## config.mk

```make
export PLATFORM = sky130hd
export DESIGN_NAME = load_store_unit_flat
export DESIGN_NICKNAME = d
export VERILOG_FILES = /design/src/rtl/load_store_unit_if.sv /design/src/rtl/load_store_unit.sv /design/src/flat_wrapper.sv
export SDC_FILE = /design/constraint.sdc
export NUM_CORES = 1
export LEC_CHECK = 0
export ABC_AREA = 0
export CAP_MARGIN = 40
export CORE_MARGIN = 1.5
export CORE_UTILIZATION = 44
export CTS_CLUSTER_SIZE = 16
export DETAILED_ROUTE_END_ITERATION = 16
export PLACE_DENSITY_LB_ADDON = 0.12
export SYNTH_ARGS = -nofsm -noshare
export SYNTH_HDL_FRONTEND = slang
export SYNTH_SLANG_ARGS = --single-unit
export TNS_END_PERCENT = 10
```

## constraint.sdc

```tcl
create_clock -name clk -period 4.1 [get_ports clk]
set_input_delay 0.41 -clock clk [delete_from_list [all_inputs] [get_ports clk]]
set_output_delay 0.41 -clock clk [all_outputs]
set_load 0.02 [all_outputs]
```

## src/rtl/load_store_unit_if.sv

```systemverilog
// Bundles the LSU request, data-memory and response channels.
interface load_store_unit_if #(
  parameter int unsigned ADDR_WIDTH = 32
);
  // Pipeline request (EX/MEM -> LSU)
  logic                  req_valid;
  logic                  req_ready;
  logic                  req_write;
  logic [ADDR_WIDTH-1:0] req_addr;
  logic [2:0]            req_funct3;
  logic [31:0]           req_wdata;

  // Data-memory port
  logic                  mem_req;
  logic                  mem_we;
  logic [ADDR_WIDTH-1:0] mem_addr;
  logic [3:0]            mem_be;
  logic [31:0]           mem_wdata;
  logic                  mem_gnt;
  logic                  mem_rvalid;
  logic [31:0]           mem_rdata;

  // Response to the load-truncation stage
  logic                  rsp_valid;
  logic                  rsp_ready;
  logic [31:0]           rsp_rdata;
  logic [1:0]            rsp_offset;
  logic [2:0]            rsp_funct3;
  logic                  rsp_write;
  logic                  rsp_misaligned;

  // Environment side: drives requests, memory replies and response ready
  modport master (
    output req_valid, req_write, req_addr, req_funct3, req_wdata,
    input  req_ready,
    input  mem_req, mem_we, mem_addr, mem_be, mem_wdata,
    output mem_gnt, mem_rvalid, mem_rdata,
    input  rsp_valid, rsp_rdata, rsp_offset, rsp_funct3, rsp_write, rsp_misaligned,
    output rsp_ready
  );

  // LSU side
  modport slave (
    input  req_valid, req_write, req_addr, req_funct3, req_wdata,
    output req_ready,
    output mem_req, mem_we, mem_addr, mem_be, mem_wdata,
    input  mem_gnt, mem_rvalid, mem_rdata,
    output rsp_valid, rsp_rdata, rsp_offset, rsp_funct3, rsp_write, rsp_misaligned,
    input  rsp_ready
  );
endinterface

```

## src/rtl/load_store_unit.sv

```systemverilog
// Memory-access stage: alignment check, byte enables, store-lane replication,
// and a four-state FSM that absorbs variable memory latency.
module load_store_unit #(
  parameter int unsigned ADDR_WIDTH = 32
) (
  input  logic               clk,
  input  logic               reset_n,
  load_store_unit_if.slave   bus
);

  localparam int unsigned DATA_W = 32;

  localparam logic [1:0] S_IDLE = 2'd0;
  localparam logic [1:0] S_REQ  = 2'd1;
  localparam logic [1:0] S_WAIT = 2'd2;
  localparam logic [1:0] S_RESP = 2'd3;

  logic [1:0]            r_state;
  logic [1:0]            w_state_nxt;

  logic                  r_write;
  logic [ADDR_WIDTH-1:0] r_addr;
  logic [3:0]            r_be;
  logic [DATA_W-1:0]     r_wdata;
  logic [2:0]            r_funct3;
  logic [1:0]            r_offset;
  logic                  r_misaligned;
  logic [DATA_W-1:0]     r_rdata;

  logic                  w_accept;
  logic [1:0]            w_off;
  logic                  w_misaligned;
  logic [3:0]            w_be;
  logic [DATA_W-1:0]     w_wdata;

  assign w_accept = (r_state == S_IDLE) && bus.req_valid;
  assign w_off    = bus.req_addr[1:0];

  // Decode size from funct3[1:0]: alignment error, byte-enable mask, store lanes
  always_comb begin
    w_misaligned = 1'b0;
    w_be         = 4'b1111;
    w_wdata      = bus.req_wdata;
    unique case (bus.req_funct3[1:0])
      2'b00: begin
        w_be    = 4'(4'b0001 << w_off);
        w_wdata = {4{bus.req_wdata[7:0]}};
      end
      2'b01: begin
        w_misaligned = w_off[0];
        w_be         = 4'(4'b0011 << w_off);
        w_wdata      = {2{bus.req_wdata[15:0]}};
      end
      2'b10: begin
        w_misaligned = (w_off != 2'b00);
      end
      default: begin
        w_misaligned = 1'b1;
      end
    endcase
  end

  // State register
  always_ff @(posedge clk or negedge reset_n) begin
    if (!reset_n) r_state <= S_IDLE;
    else          r_state <= w_state_nxt;
  end

  // Next-state logic
  always_comb begin
    w_state_nxt = r_state;
    unique case (r_state)
      S_IDLE: if (bus.req_valid) w_state_nxt = w_misaligned ? S_RESP : S_REQ;
      S_REQ:  if (bus.mem_gnt)    w_state_nxt = S_WAIT;
      S_WAIT: if (bus.mem_rvalid) w_state_nxt = S_RESP;
      S_RESP: if (bus.rsp_ready)  w_state_nxt = S_IDLE;
      default: w_state_nxt = S_IDLE;
    endcase
  end

  // Latch the access on acceptance; hold it for the memory and response phases
  always_ff @(posedge clk or negedge reset_n) begin
    if (!reset_n) begin
      r_write      <= 1'b0;
      r_addr       <= '0;
      r_be         <= 4'b0000;
      r_wdata      <= '0;
      r_funct3     <= 3'b000;
      r_offset     <= 2'b00;
      r_misaligned <= 1'b0;
    end else if (w_accept) begin
      r_write      <= bus.req_write;
      r_addr       <= {bus.req_addr[ADDR_WIDTH-1:2], 2'b00};
      r_be         <= w_be;
      r_wdata      <= w_wdata;
      r_funct3     <= bus.req_funct3;
      r_offset     <= w_off;
      r_misaligned <= w_misaligned;
    end
  end

  // Read data: cleared on accept, captured on completion (stores return 0)
  always_ff @(posedge clk or negedge reset_n) begin
    if (!reset_n) begin
      r_rdata <= '0;
    end else if (w_accept) begin
      r_rdata <= '0;
    end else if ((r_state == S_WAIT) && bus.mem_rvalid) begin
      r_rdata <= r_write ? '0 : bus.mem_rdata;
    end
  end

  assign bus.req_ready      = (r_state == S_IDLE);
  assign bus.mem_req        = (r_state == S_REQ);
  assign bus.mem_we         = (r_state == S_REQ) && r_write;
  assign bus.mem_addr       = r_addr;
  assign bus.mem_be         = r_be;
  assign bus.mem_wdata      = r_wdata;
  assign bus.rsp_valid      = (r_state == S_RESP);
  assign bus.rsp_rdata      = r_rdata;
  assign bus.rsp_offset     = r_offset;
  assign bus.rsp_funct3     = r_funct3;
  assign bus.rsp_write      = r_write;
  assign bus.rsp_misaligned = r_misaligned;

endmodule

```

## src/flat_wrapper.sv

```systemverilog
// flat-port wrapper written by rule: the top's interface ports become plain ports
module load_store_unit_flat 
#(
  parameter int unsigned ADDR_WIDTH = 32
)
  (clk, reset_n, bus_req_valid, bus_req_write, bus_req_addr, bus_req_funct3, bus_req_wdata, bus_req_ready, bus_mem_req, bus_mem_we, bus_mem_addr, bus_mem_be, bus_mem_wdata, bus_mem_gnt, bus_mem_rvalid, bus_mem_rdata, bus_rsp_valid, bus_rsp_rdata, bus_rsp_offset, bus_rsp_funct3, bus_rsp_write, bus_rsp_misaligned, bus_rsp_ready);
  load_store_unit_if #(.ADDR_WIDTH(ADDR_WIDTH)) bus_i ();
  input  logic clk;
  input  logic reset_n;
  input wire logic [$bits(bus_i.req_valid)-1:0] bus_req_valid;
  input wire logic [$bits(bus_i.req_write)-1:0] bus_req_write;
  input wire logic [$bits(bus_i.req_addr)-1:0] bus_req_addr;
  input wire logic [$bits(bus_i.req_funct3)-1:0] bus_req_funct3;
  input wire logic [$bits(bus_i.req_wdata)-1:0] bus_req_wdata;
  output wire logic [$bits(bus_i.req_ready)-1:0] bus_req_ready;
  output wire logic [$bits(bus_i.mem_req)-1:0] bus_mem_req;
  output wire logic [$bits(bus_i.mem_we)-1:0] bus_mem_we;
  output wire logic [$bits(bus_i.mem_addr)-1:0] bus_mem_addr;
  output wire logic [$bits(bus_i.mem_be)-1:0] bus_mem_be;
  output wire logic [$bits(bus_i.mem_wdata)-1:0] bus_mem_wdata;
  input wire logic [$bits(bus_i.mem_gnt)-1:0] bus_mem_gnt;
  input wire logic [$bits(bus_i.mem_rvalid)-1:0] bus_mem_rvalid;
  input wire logic [$bits(bus_i.mem_rdata)-1:0] bus_mem_rdata;
  output wire logic [$bits(bus_i.rsp_valid)-1:0] bus_rsp_valid;
  output wire logic [$bits(bus_i.rsp_rdata)-1:0] bus_rsp_rdata;
  output wire logic [$bits(bus_i.rsp_offset)-1:0] bus_rsp_offset;
  output wire logic [$bits(bus_i.rsp_funct3)-1:0] bus_rsp_funct3;
  output wire logic [$bits(bus_i.rsp_write)-1:0] bus_rsp_write;
  output wire logic [$bits(bus_i.rsp_misaligned)-1:0] bus_rsp_misaligned;
  input wire logic [$bits(bus_i.rsp_ready)-1:0] bus_rsp_ready;
  assign bus_i.req_valid = bus_req_valid;
  assign bus_i.req_write = bus_req_write;
  assign bus_i.req_addr = bus_req_addr;
  assign bus_i.req_funct3 = bus_req_funct3;
  assign bus_i.req_wdata = bus_req_wdata;
  assign bus_req_ready = bus_i.req_ready;
  assign bus_mem_req = bus_i.mem_req;
  assign bus_mem_we = bus_i.mem_we;
  assign bus_mem_addr = bus_i.mem_addr;
  assign bus_mem_be = bus_i.mem_be;
  assign bus_mem_wdata = bus_i.mem_wdata;
  assign bus_i.mem_gnt = bus_mem_gnt;
  assign bus_i.mem_rvalid = bus_mem_rvalid;
  assign bus_i.mem_rdata = bus_mem_rdata;
  assign bus_rsp_valid = bus_i.rsp_valid;
  assign bus_rsp_rdata = bus_i.rsp_rdata;
  assign bus_rsp_offset = bus_i.rsp_offset;
  assign bus_rsp_funct3 = bus_i.rsp_funct3;
  assign bus_rsp_write = bus_i.rsp_write;
  assign bus_rsp_misaligned = bus_i.rsp_misaligned;
  assign bus_i.rsp_ready = bus_rsp_ready;
  load_store_unit #(.ADDR_WIDTH(ADDR_WIDTH)) u_core (.clk(clk), .reset_n(reset_n), .bus(bus_i));
endmodule
```

* After elaboration in Yosys (flattened, before gate mapping) *
Cells that the tools add are included.

operators by class
  multiply operators = 0
  bitwise logic cells = 0
  reductions and logical operators = 8
  div/mod/pow operators = 0
  add/sub/neg operators = 0
  $lt $le $gt $ge = 0
  equal/unequal tests = 9
  shift-type cells = 2
  mux-type cells = 12

operator list
  operator               number
  $mux W32               3
  $pmux W32 S2           1
  $mux W2                5
  $pmux W2 S4            1
  $pmux W4 S2            1
  $eq A2 B2 Y1 const B   3
  $eq A2 B1 Y1 const B   2
  $logic_not A2 Y1       2
  $ne A2 B1 Y1 const B   2
  $ne A2 B2 Y1 const B   2
  $reduce_and A4 Y1      1
  $reduce_bool A2 Y1     2
  $shl A1 B2 Y4 const A  1
  $shl A2 B2 Y4 const A  1
  $logic_and A1 B1 Y1    3
  $pmux W1 S3            1

word-level totals
  logic and storage cells = 40
  RAM bits = 0
  output and inout port bits = 111
  bits in latches = 0
  bits in read-only memories = 0
  input port bits = 106
  bits in registers = 107
  memories kept = 0

* Depth between registers and ports, before layout *
Gate-level depths: netlist of run 1.

  depth after elaboration = 5
  gate-level depth with buffers = 7
  gate-level depth less buffers = 5

* Least setup slack after synthesis of run 1 *
OpenSTA, ideal clock, no wires.

  path type = register to register
  from = register u_core.r_state[0]
  to = register u_core.r_addr[10], in the netlist u_core.bus.mem_addr[10]
  clock period less this slack = 1.756 ns
  library setup time = 0.125 ns
  path buffers = 2
  slack = 2.344 ns
  stages on the path, launching flop included = 7
  data required time = 3.975 ns
  data arrival time = 1.631 ns
  path through = dfrtp_1 inv_1 ha_1 and2_1 buf_6 buf_2 mux2_2

on the way
  cells in the longest elaborated chain, start to end = 2

ends and longest elaborated chain
  element                 RTL line               RTL
  from (decl)             load_store_unit.sv:18  logic [1:0] r_state;
  from (signal assigned)  load_store_unit.sv:66  else r_state <= w_state_nxt;
  $logic_not A2 Y1        n/a
  net bus_req_ready       flat_wrapper.sv:15     output wire logic [$bits(bus_i.req_ready)-1:0] bus_req_ready;
  $logic_and A1 B1 Y1     load_store_unit.sv:36  assign w_accept = (r_state == S_IDLE) && bus.req_valid;
  to (signal assigned)    load_store_unit.sv:93  r_addr <= {bus.req_addr[ADDR_WIDTH-1:2], 2'b00};
  to (decl)               load_store_unit.sv:22  logic [ADDR_WIDTH-1:0] r_addr;

The timed path passes the listed nets, and every way through them passes these cells.
A chain may end at the register's enable or synchronous reset.

* Final worst setup path of run 1 *
  from = register u_core.r_state[1]
  to = output port bus_mem_we

on the way
  cells in the longest elaborated chain, start to end = 2

ends and longest elaborated chain
  element              RTL line                RTL
  $eq A2 B1 Y1         load_store_unit.sv:115  assign bus.mem_we = (r_state == S_REQ) && r_write;
  $logic_and A1 B1 Y1  load_store_unit.sv:115
  to (decl)            flat_wrapper.sv:17      output wire logic [$bits(bus_i.mem_we)-1:0] bus_mem_we;

No other way between the ends.

==> results of run 1 <==
-- path summary, 6_finish.rpt --
check | to | from | slack [ns] | cells after the start
max in group asynchronous | u_core.bus.mem_wdata[3] | reset_n | 2.83 | 3
min reg2reg | u_core.bus.mem_wdata[10] | u_core.bus.mem_wdata[10] | 0.48 | 2
max reg2reg | u_core.bus.rsp_rdata[9] | u_core.r_state[0] | 1.98 | 6
min in group clk | u_core.bus.mem_wdata[10] | u_core.bus.mem_wdata[10] | 0.48 | 2
min | u_core.bus.mem_addr[4] | reset_n | 0.43 | 2
max | bus_mem_we | u_core.r_state[1] | 1.78 | 4
-- per-stage QoR --
stage	instances	hold slack (ns)
global placement	663	0.256
finish	682	0.431
global route	682	0.423
CTS	682	0.411
detailed placement	666	0.257
floorplan	334	0.114
-- final cells by class --
class / instances / area share
Tap cell: 133 / 0.0240
Clock buffer: 13 / 0.0229
Timing Repair Buffer: 222 / 0.325
Clock inverter: 2 / 0.00505
Inverter: 5 / 0.00271
Sequential cell: 107 / 0.386
Multi-Input combinational cell: 200 / 0.234
-- power by group through the flow --
stage               sequential [mW]  clock [mW]  combinational (mW)
floorplan                      2.52           0               0.843
detailed placement             1.90           0                2.92
global route                   1.95       0.707                3.07
CTS                            1.88       0.667                2.93
finish                         1.87       0.641                2.90
global placement               1.87           0                2.82
-- cells in the mapped netlist (all sizes together), types with 3 or more instances --
library cell	number
dfrtp	107
mux2	52
nand2	34
a22o	32
o21ai	29
mux2i	25
buf	18
a21oi	5
ha	5
inv	5
clkbuf	4
nor2	3
nor2b	3
-- kinds of logic after synthesis --
kind of cell | Yosys count | share of synthesized area
buf+inv | 27 | 0.0354
compound gates | 70 | 0.113
fa+ha+maj | 5 | 0.0141
simple gates | 46 | 0.0464
other cells | 1 | 0.000843
mux | 77 | 0.188
flops | 107 | 0.602
-- worst reg2reg max path: cells and delay by family, from the launching register on --
kind                     cells  cell delay [ns]
AO/OA/AOI/OAI                1             0.15
adder cells (fa/ha/maj)      1             0.26
buffers and inverters        2             0.32
flip-flops                   1             0.38
AND/OR/NAND/NOR              2             0.94
-- placed cells by master (no fill, tap or decap), drive strengths merged --
cell           Yosys  final
clkbuf             4     13
conb               1      2
ha                 5      5
mux2i             25     25
a21oi              5      5
and2               2      2
bufinv             0      1
a22o              32     32
nand2             34     34
nor2               3      3
clkdlybuf4s50      0    213
dlygate4sd3        0      1
buf               18      8
nor2b              3      3
a21o               1      1
nand2b             1      1
o31ai              2      2
o21ai             29     29
clkinv             0      1
inv                5      5
dfrtp            107    107
nor3               2      2
mux2              52     52
or2                1      1
a2111oi            1      1
-- sequential cells by signal, indices dropped and copies added (netlist names) --
register                   cells
u_core.bus.mem_addr           30
u_core.bus.rsp_misaligned      1
u_core.bus.rsp_rdata          32
u_core.r_state                 2
u_core.bus.mem_be              4
u_core.bus.mem_wdata          32
u_core.bus.rsp_write           1
u_core.bus.rsp_offset          2
u_core.bus.rsp_funct3          3
-- metal layers --
layer  routed length, µm  GRT usage  vias to the layer above
li1                    -          -                     1597
met1                4700      0.272                     1687
met2                5520      0.367                      160
met3                1120     0.0868                       18
met4                 285     0.0744                        0
met5                   0          0                        -
-- what timing repair did --
item,CTS,global route
buffers inserted,0,0
endpoints found under the hold margin,10,0
hold buffers,1,0
==> impl_metrics.json, run 1 <==
{
  "status": "complete, no violations",
  "antenna_violations_before_repair": 0,
  "vdd.ir_drop.worst_uv": 363,
  "core_area_um2": 9770,
  "cell_internal_power_dissipation_mw": 3.41,
  "multi_input_logic_area_um2": 1620,
  "io_pins": 217,
  "cts.repair.resized": 0,
  "leakage_nw": 3.00,
  "setup_total_negative_slack_ns": 0,
  "max-cap-violations": 0,
  "ys_seq_elements": 107,
  "cts_tree": "built",
  "startpoint_type": "flip-flop",
  "worst_path_largest_cell_delay_ns": 0.62,
  "post-route-drc-count": 0,
  "floorplan.die_area_um2": 10700,
  "area_growth_pct": 55.8,
  "numClockSinks": 107,
  "drtPass1Iterations": 4,
  "cp.arrival_ns": 1.91,
  "drt_wl_total_um": 11600,
  "grt_start_max_net_pins": 51,
  "synth.yosys.warnings": 0,
  "stdcell_area_um2": 6930,
  "fin_crit_sh": 0.565,
  "postLayoutCoreUtil": 0.709,
  "grt_util_all_layers": 0.224,
  "die_width_um": 104,
  "crit_buf_inv": 2,
  "synth-async-reset-ratio": 1.00,
  "power_switching_share": 0.370,
  "die_height_um": 104,
  "postSynth.topFlopCell": "sky130_fd_sc_hd__dfrtp_1",
  "seq_area_frac_synth": 0.602,
  "post-layout-total-power_mw": 5.41,
  "report.final.hold_viol_count": 0,
  "critPathCaptureType": "output pin",
  "worst-endpoint-required_ns": 3.69,
  "postSynthCellCount": 333,
  "pre_cts_slack_ns": 1.74,
  "yosys.area.top_type": "sky130_fd_sc_hd__dfrtp_1",
  "route.antenna.remaining_nets": 0,
  "criticalPathCategory": "reg -> out",
  "final-seq-area_um2": 2680,
  "layout-drive-gt1-share": 0.146,
  "first_pass_grt_wire_length_um": 19000,
  "tightest_slew_ns": 0.730,
  "synth.avg_cell_area_um2": 13.4,
  "place.detailed.hpwl_um": 8870,
  "cts_root_buffer": "sky130_fd_sc_hd__clkbuf_8",
  "std_cell_rows": 36,
  "fillCellCount": 723,
  "timing.slew.headroom": 0.512,
  "netlist.area_leader.share": 0.602,
  "power.switching_mw": 2.00,
  "report.final.slew_viol_count": 0,
  "crit_fanout": 4,
  "finalSetupViolations": 0,
  "drtIter0Drc": 92,
  "num_vias": 3462,
  "syn_area_um2": 4450,
  "fin_worst_skew_ns": 0.00450,
  "sequentialPowerShare": 0.346,
  "critical-path-slowest-cell": "sky130_fd_sc_hd__clkdlybuf4s50_1",
  "grt-ovfl-total": 0,
  "fmaxAchievable_mhz": 432,
  "worstPathCellList": "inv_1, ha_1, and2_1, clkdlybuf4s50_1",
  "gp_congestion": 0.799,
  "ctsLongestPathBuffers": 2,
  "powerDensity_nw_per_um2": 781,
  "viasPerCell": 5.08,
  "numPortBuffers": 214,
  "yosys.cell_types.count": 27,
  "initial_core_util": 0.455,
  "clockPowerShare": 0.118,
  "top_cells_by_area_synth": "sky130_fd_sc_hd__dfrtp_1, sky130_fd_sc_hd__mux2_2, sky130_fd_sc_hd__a22o_1",
  "antenna_cells": 0,
  "grt_pass1_vias": 3591,
  "timing.hold.worst.class": "in -> async",
  "setup_ws_ns": 1.78,
  "cts-buffers-inserted": 9,
  "critical_path.top_delay_family": "buffers and inverters",
  "clkLatencyLatePin_ns": 0.36,
  "h_tree_levels": 3,
  "power.share.combinational": 0.536,
  "fin_nets": 656,
  "final.min_clock_period_ns": 2.32,
  "rsz0062_at_grt": "false",
  "dpl_cell_area_um2": 6730,
  "routed_wire_length_per_instance_um": 17.1,
  "synth-edff-count": 0,
  "clk_pin_slew_worst_paths_ns": 0.09
}
(Power assumes the default switching activity.)
==> run 2, diff against run 1 <==
--- a/config.mk
+++ b/config.mk
@@ -8,7 +8,7 @@
 export ABC_AREA = 0
 export CAP_MARGIN = 40
 export CORE_MARGIN = 1.5
-export CORE_UTILIZATION = 44
+export CORE_UTILIZATION = 41
 export CTS_CLUSTER_SIZE = 16
 export DETAILED_ROUTE_END_ITERATION = 16
 export PLACE_DENSITY_LB_ADDON = 0.12
==> constraint.sdc (replaced) <==
create_clock -name clk -period 2.17 [get_ports clk]
set_input_delay 0.217 -clock clk [delete_from_list [all_inputs] [get_ports clk]]
set_output_delay 0.217 -clock clk [all_outputs]
set_load 0.02 [all_outputs]
==> run 2 against run 1 <==
Effect of this change: largest cell class unchanged; die area rose by 7.1%; final area rose by 1.1%; cell count rose by 1.2%; power rose by 92%; via count fell by 0.46%; critical path depth fell by 1; largest power group unchanged; critical path type unchanged; routed wire length fell by 0.44%.
==> impl_metrics.json, run 2 (synthesis gave the netlist of run 1 again) <==
{
  "status": "complete, no violations",
  "floorplan.die_area_um2": 11500,
  "clockPowerShare": 0.131,
  "r2r-end": "u_core.bus.rsp_rdata[12]",
  "powerDensity_nw_per_um2": 1480,
  "grt-ovfl-total": 0,
  "area_growth_pct": 57.5,
  "layout_commonest_cell": "sky130_fd_sc_hd__clkdlybuf4s50_1",
  "antenna_cells": 0,
  "fillCellCount": 812,
  "cts-buffers-inserted": 9,
  "critPathCapture": "bus_mem_req",
  "cp.arrival_ns": 1.81,
  "stdcell_area_um2": 7010,
  "rr_startpoint": "u_core.r_state[0]",
  "first_pass_grt_wire_length_um": 18100,
  "r2r_setup_slack_ns": 0.34,
  "timing.reg2reg.worst_path_depth": 6,
  "fin_worst_skew_ns": 0.00818,
  "drtPass1Iterations": 4,
  "crit_fanout": 4,
  "cts_root_buffer": "sky130_fd_sc_hd__clkbuf_8",
  "leakage_nw": 3.03,
  "power.share.combinational": 0.529,
  "grt_util_all_layers": 0.205,
  "die_height_um": 107,
  "clk_pin_slew_worst_paths_ns": 0.10,
  "highest_count_cells_in_the_layout_ignoring_fill_and_taps": "sky130_fd_sc_hd__clkdlybuf4s50_1, sky130_fd_sc_hd__dfrtp_1, sky130_fd_sc_hd__mux2_2, sky130_fd_sc_hd__nand2_1, sky130_fd_sc_hd__a22o_1",
  "critPathLaunch": "u_core.r_state[1]",
  "core_area_um2": 10400,
  "numClockSinks": 107,
  "timing.slew.headroom": 0.612,
  "tightest_slew_ns": 0.582,
  "num_vias": 3446,
  "startpoint_type": "flip-flop",
  "fin_nets": 660,
  "cts_tree": "built",
  "std_cell_rows": 37,
  "layout-drive-gt1-share": 0.157,
  "routed_wire_length_per_instance_um": 16.8,
  "max-cap-violations": 0,
  "post-route-drc-count": 0,
  "power.switching_mw": 3.84,
  "finalSetupViolations": 0,
  "drtIter0Drc": 87,
  "report.final.hold_viol_count": 0,
  "report.final.slew_viol_count": 0,
  "fmaxAchievable_mhz": 494,
  "rsz0062_at_grt": "false",
  "antenna_violations_before_repair": 0,
  "critPathCaptureType": "output pin",
  "dpl_cell_area_um2": 6770,
  "ctsLongestPathBuffers": 2,
  "setup_total_negative_slack_ns": 0,
  "initial_core_util": 0.427,
  "gp_congestion": 0.739,
  "vdd.ir_drop.worst_uv": 676,
  "clkLatencyLatePin_ns": 0.37,
  "criticalPathCategory": "reg -> out",
  "power_switching_share": 0.370,
  "h_tree_levels": 3,
  "place.detailed.hpwl_um": 8580,
  "cts_post_setup_buffers_inserted": 0,
  "viasPerCell": 4.99,
  "cell_internal_power_dissipation_mw": 6.54,
  "die_width_um": 107,
  "drt_wl_total_um": 11600,
  "sequentialPowerShare": 0.340,
  "route.antenna.remaining_nets": 0,
  "io_pins": 217,
  "final.min_clock_period_ns": 2.02,
  "numPortBuffers": 214,
  "fin_crit_sh": 0.933,
  "worst-endpoint-required_ns": 1.95,
  "timing.hold.worst.class": "in -> async",
  "grt_start_max_net_pins": 55,
  "grt_pass1_vias": 3592
}
[run 2: cell types whose count changed in the layout (fill, tap and decap cells not counted), sizes merged]
| cell | previous run | this run |
|---|---|---|
| bufinv | 1 | 2 |
| buf | 8 | 12 |
| clkinv | 1 | 2 |
| clkinvlp | 0 | 2 |
| clkdlybuf4s50 | 213 | 212 |
| clkbuf | 13 | 10 |
| dlygate4sd2 | 0 | 1 |
[run 2: what timing repair did]
action	4_1_cts	5_1_grt
resized for setup	1	0
endpoints found under the hold margin	32	0
endpoints found under the setup margin	1	0
hold buffers	1	0
[run 2: critical path, cell delays in order, from the launching register on]
cell                              delay (ns)
sky130_fd_sc_hd__dfrtp_1                0.42
sky130_fd_sc_hd__inv_1                  0.11
sky130_fd_sc_hd__ha_1                   0.26
sky130_fd_sc_hd__clkdlybuf4s50_1        0.66
[run 2: per-stage QoR]
step	utilization	power, mW	hold slack, ns	worst slack (ns)	std cells
2_1_floorplan	-	6.35	-0.0786	0.414	334
3_3_place_gp	0.650	8.98	0.192	0.379	673
3_5_place_dp	0.650	9.11	0.207	0.340	673
4_1_cts	0.673	10.5	0.341	0.104	690
5_1_grt	0.673	10.9	0.373	0.0542	690
6_report	0.673	10.4	0.333	0.145	690
[run 2: area by class of cell]
cell class	instances	area, µm²	share of cell area
flip-flops and latches	107	2680	0.382
repair buffers	226	2290	0.327
multi-input cells	200	1620	0.231
well taps	136	170	0.0243
clock buffers	10	138	0.0196
clock inverters	6	88.8	0.0127
inverters	5	18.8	0.00268
[run 2: worst min-delay path by stage]
stage,slack (ns),cells past startpoint,endpoint
detailed placement,0.21,1,u_core.bus.rsp_rdata[9]
global placement,0.19,1,u_core.bus.rsp_rdata[9]
global route,0.37,2,u_core.bus.rsp_rdata[3]
finish,0.33,2,u_core.bus.rsp_rdata[3]
CTS,0.34,2,u_core.bus.rsp_rdata[9]
floorplan,-0.08,0,u_core.bus.mem_addr[10]
[run 2: power by group through the flow]
stage	Clock [mW]	Combinational, mW	Sequential, mW
after detailed placement	0	5.54	3.57
after global placement	0	5.45	3.52
final	1.36	5.49	3.53
after floorplan	0	1.59	4.75
after CTS	1.41	5.56	3.53
after global routing	1.47	5.81	3.66
[run 2: metal layers]
layer  part of all wire  GRT usage  vias up
li1                   -          -     1611
met1               0.41      0.250     1680
met2               0.48      0.333      139
met3              0.098     0.0717       16
met4              0.019     0.0819        0
met5                  0          0        -
==> run 3, diff against run 2 <==
--- a/config.mk
+++ b/config.mk
@@ -8,10 +8,12 @@
 export ABC_AREA = 0
 export CAP_MARGIN = 40
 export CORE_MARGIN = 1.5
-export CORE_UTILIZATION = 41
+export CORE_UTILIZATION = 44
 export CTS_CLUSTER_SIZE = 16
 export DETAILED_ROUTE_END_ITERATION = 16
 export PLACE_DENSITY_LB_ADDON = 0.12
+export SETUP_SLACK_MARGIN = 0.05
+export SLEW_MARGIN = 20
 export SYNTH_ARGS = -nofsm -noshare
 export SYNTH_HDL_FRONTEND = slang
 export SYNTH_SLANG_ARGS = --single-unit
==> constraint.sdc (replaced) <==
create_clock -name clk -period 2.5 [get_ports clk]
set_input_delay 0.25 -clock clk [delete_from_list [all_inputs] [get_ports clk]]
set_output_delay 0.25 -clock clk [all_outputs]
set_load 0.02 [all_outputs]
==> run 3 against run 2 <==
Effect of this change: final area decreased by 1.2%; clock skew about the same; combinational power decreased by 13%; die area decreased by 6.6%; non-clock buffer count decreased by 3; via count decreased by 0.67%; register-to-register slack improved by 0.16 ns; cell count decreased by 1.0%; critical endpoint is now bus_mem_we; largest cell class unchanged.
==> impl_metrics.json, run 3 (synthesis gave the netlist of run 1 again) <==
{
  "grt_pass1_vias": 3619,
  "fin_crit_sh": 0.864,
  "powerDensity_nw_per_um2": 1280,
  "critical_path_cell_count": 4,
  "timing.hold.worst.class": "reg -> reg",
  "criticalPathCategory": "reg -> out",
  "timing.slew.headroom": 0.507,
  "clk_pin_slew_worst_paths_ns": 0.09,
  "max-cap-violations": 0,
  "power_switching_share": 0.372,
  "rr_startpoint": "u_core.r_state[0]",
  "crit_buf_inv": 2,
  "status": "complete, no violations",
  "finalSetupViolations": 0,
  "post-layout-total-power_mw": 8.88,
  "drtPass1Iterations": 4,
  "grt-ovfl-total": 0,
  "fin_worst_skew_ns": 0.00832,
  "place.detailed.hpwl_um": 8600,
  "worst_hold_startpoint": "u_core.bus.mem_be[0]",
  "h_tree_levels": 3,
  "layout-drive-gt1-share": 0.147,
  "grt_start_max_net_pins": 57,
  "critical_path.top_delay_family": "buffers and inverters",
  "critical-path-slowest-cell": "sky130_fd_sc_hd__clkdlybuf4s50_1",
  "ctsLongestPathBuffers": 2,
  "cts_root_buffer": "sky130_fd_sc_hd__clkbuf_8",
  "cts-buffers-inserted": 9,
  "numClockSinks": 107,
  "r2r-end": "u_core.bus.mem_wdata[29]",
  "startpoint_type": "flip-flop",
  "sequentialPowerShare": 0.345,
  "numPortBuffers": 214,
  "vdd.ir_drop.worst_uv": 621,
  "highest_count_cells_in_the_layout_ignoring_fill_and_taps": "sky130_fd_sc_hd__clkdlybuf4s50_1, sky130_fd_sc_hd__dfrtp_1, sky130_fd_sc_hd__mux2_2, sky130_fd_sc_hd__nand2_1, sky130_fd_sc_hd__a22o_1",
  "setup_total_negative_slack_ns": 0,
  "rsz0062_at_grt": "false",
  "num_vias": 3423,
  "layout_commonest_cell": "sky130_fd_sc_hd__clkdlybuf4s50_1",
  "core_area_um2": 9770,
  "critPathCaptureType": "output pin",
  "antenna_cells": 0,
  "power.share.combinational": 0.535,
  "cts_tree": "built",
  "area_growth_pct": 55.7,
  "min_delay_path_depth": 2,
  "final.min_clock_period_ns": 2.16,
  "dpl_cell_area_um2": 6720,
  "worst_path_largest_cell_delay_ns": 0.62,
  "tightest_slew_ns": 0.740,
  "worst-endpoint-required_ns": 2.25,
  "r2r_setup_slack_ns": 0.50,
  "report.final.hold_viol_count": 0,
  "worstPathCellList": "inv_1, ha_1, and2_1, clkdlybuf4s50_1",
  "die_height_um": 104,
  "setup_ws_ns": 0.339,
  "drtIter0Drc": 95,
  "timing.reg2reg.worst_path_depth": 5,
  "min_delay_worst_endpoint": "u_core.bus.mem_be[0]",
  "cts_post_setup_buffers_inserted": 0,
  "initial_core_util": 0.455,
  "floorplan.die_area_um2": 10700,
  "report.final.slew_viol_count": 0,
  "fin_nets": 657,
  "cp.arrival_ns": 1.91,
  "crit_fanout": 4,
  "std_cell_rows": 36,
  "antenna_violations_before_repair": 0,
  "viasPerCell": 5.01,
  "die_width_um": 104,
  "first_pass_grt_wire_length_um": 19100,
  "fmaxAchievable_mhz": 463,
  "post-route-drc-count": 0,
  "pre_cts_slack_ns": 0.503,
  "clkLatencyLatePin_ns": 0.36,
  "power.switching_mw": 3.31,
  "leakage_nw": 3.00,
  "grt_util_all_layers": 0.227,
  "clockPowerShare": 0.120,
  "postLayoutCoreUtil": 0.708,
  "drt_wl_total_um": 11700,
  "io_pins": 217,
  "route.antenna.remaining_nets": 0,
  "cell_internal_power_dissipation_mw": 5.58,
  "gp_congestion": 0.783,
  "stdcell_area_um2": 6920,
  "routed_wire_length_per_instance_um": 17.1
}
run 3: cell count changes in the layout (fill, tap and decap cells not counted):
cell,previous run,this run
sky130_fd_sc_hd__bufinv_16,2,1
sky130_fd_sc_hd__clkbuf_1,0,2
sky130_fd_sc_hd__clkbuf_8,10,11
sky130_fd_sc_hd__clkinvlp_4,2,0
sky130_fd_sc_hd__dlygate4sd2_1,1,0
sky130_fd_sc_hd__clkinv_4,1,0
sky130_fd_sc_hd__buf_4,7,6
sky130_fd_sc_hd__clkdlybuf4s50_1,212,213
sky130_fd_sc_hd__buf_12,5,3
run 3: layout make-up:
cell class / count / area [µm²]
fill: 742 / 2850
clock inverter: 2 / 35.0
tap: 133 / 166
clock buffer: 13 / 159
sequential: 107 / 2680
inverter: 5 / 18.8
timing repair buffer: 223 / 2250
multi-input combinational: 200 / 1620
run 3: worst max-delay path by stage:
stage,from,end,slack [ns]
CTS,u_core.r_state[1],bus_mem_we,0.32
global route,u_core.r_state[1],bus_mem_we,0.24
global placement,bus_req_valid,u_core.bus.mem_addr[24],0.55
finish,u_core.r_state[1],bus_mem_we,0.34
detailed placement,u_core.r_state[0],u_core.bus.mem_wdata[29],0.50
floorplan,u_core.r_state[0],u_core.bus.mem_addr[10],0.74
run 3: tightest hold or removal path, delay by kind of cell, from the launching register on:
kind,cells,cell delay (ns)
flops,1,0.36
simple gates,2,0.10
run 3: layer usage:
metal,global-route usage,wire (µm),share of wire
met5,0,0,0
met4,0.0833,199,0.017
met1,0.265,4740,0.40
met2,0.384,5630,0.48
met3,0.0837,1130,0.096
run 3: power groups by stage:
stage,sequential (mW),clock [mW],combinational [mW]
final,3.06,1.07,4.75
after CTS,3.07,1.09,4.80
after global routing,3.18,1.15,5.04
after global placement,3.05,0,4.70
after detailed placement,3.10,0,4.78
after floorplan,4.13,0,1.38
run 3: per-stage QoR:
step	hold slack (ns)	std cells
finish	0.477	683
global route	0.478	683
CTS	0.470	683
detailed placement	0.359	667
global placement	0.357	667
floorplan	-0.0456	334
run 3: timing repair:
action | CTS | global route
endpoints found under the setup margin | 0 | 0
resized for setup | 0 | 0
hold buffers | 1 | 0
endpoints found under the hold margin | 55 | 0
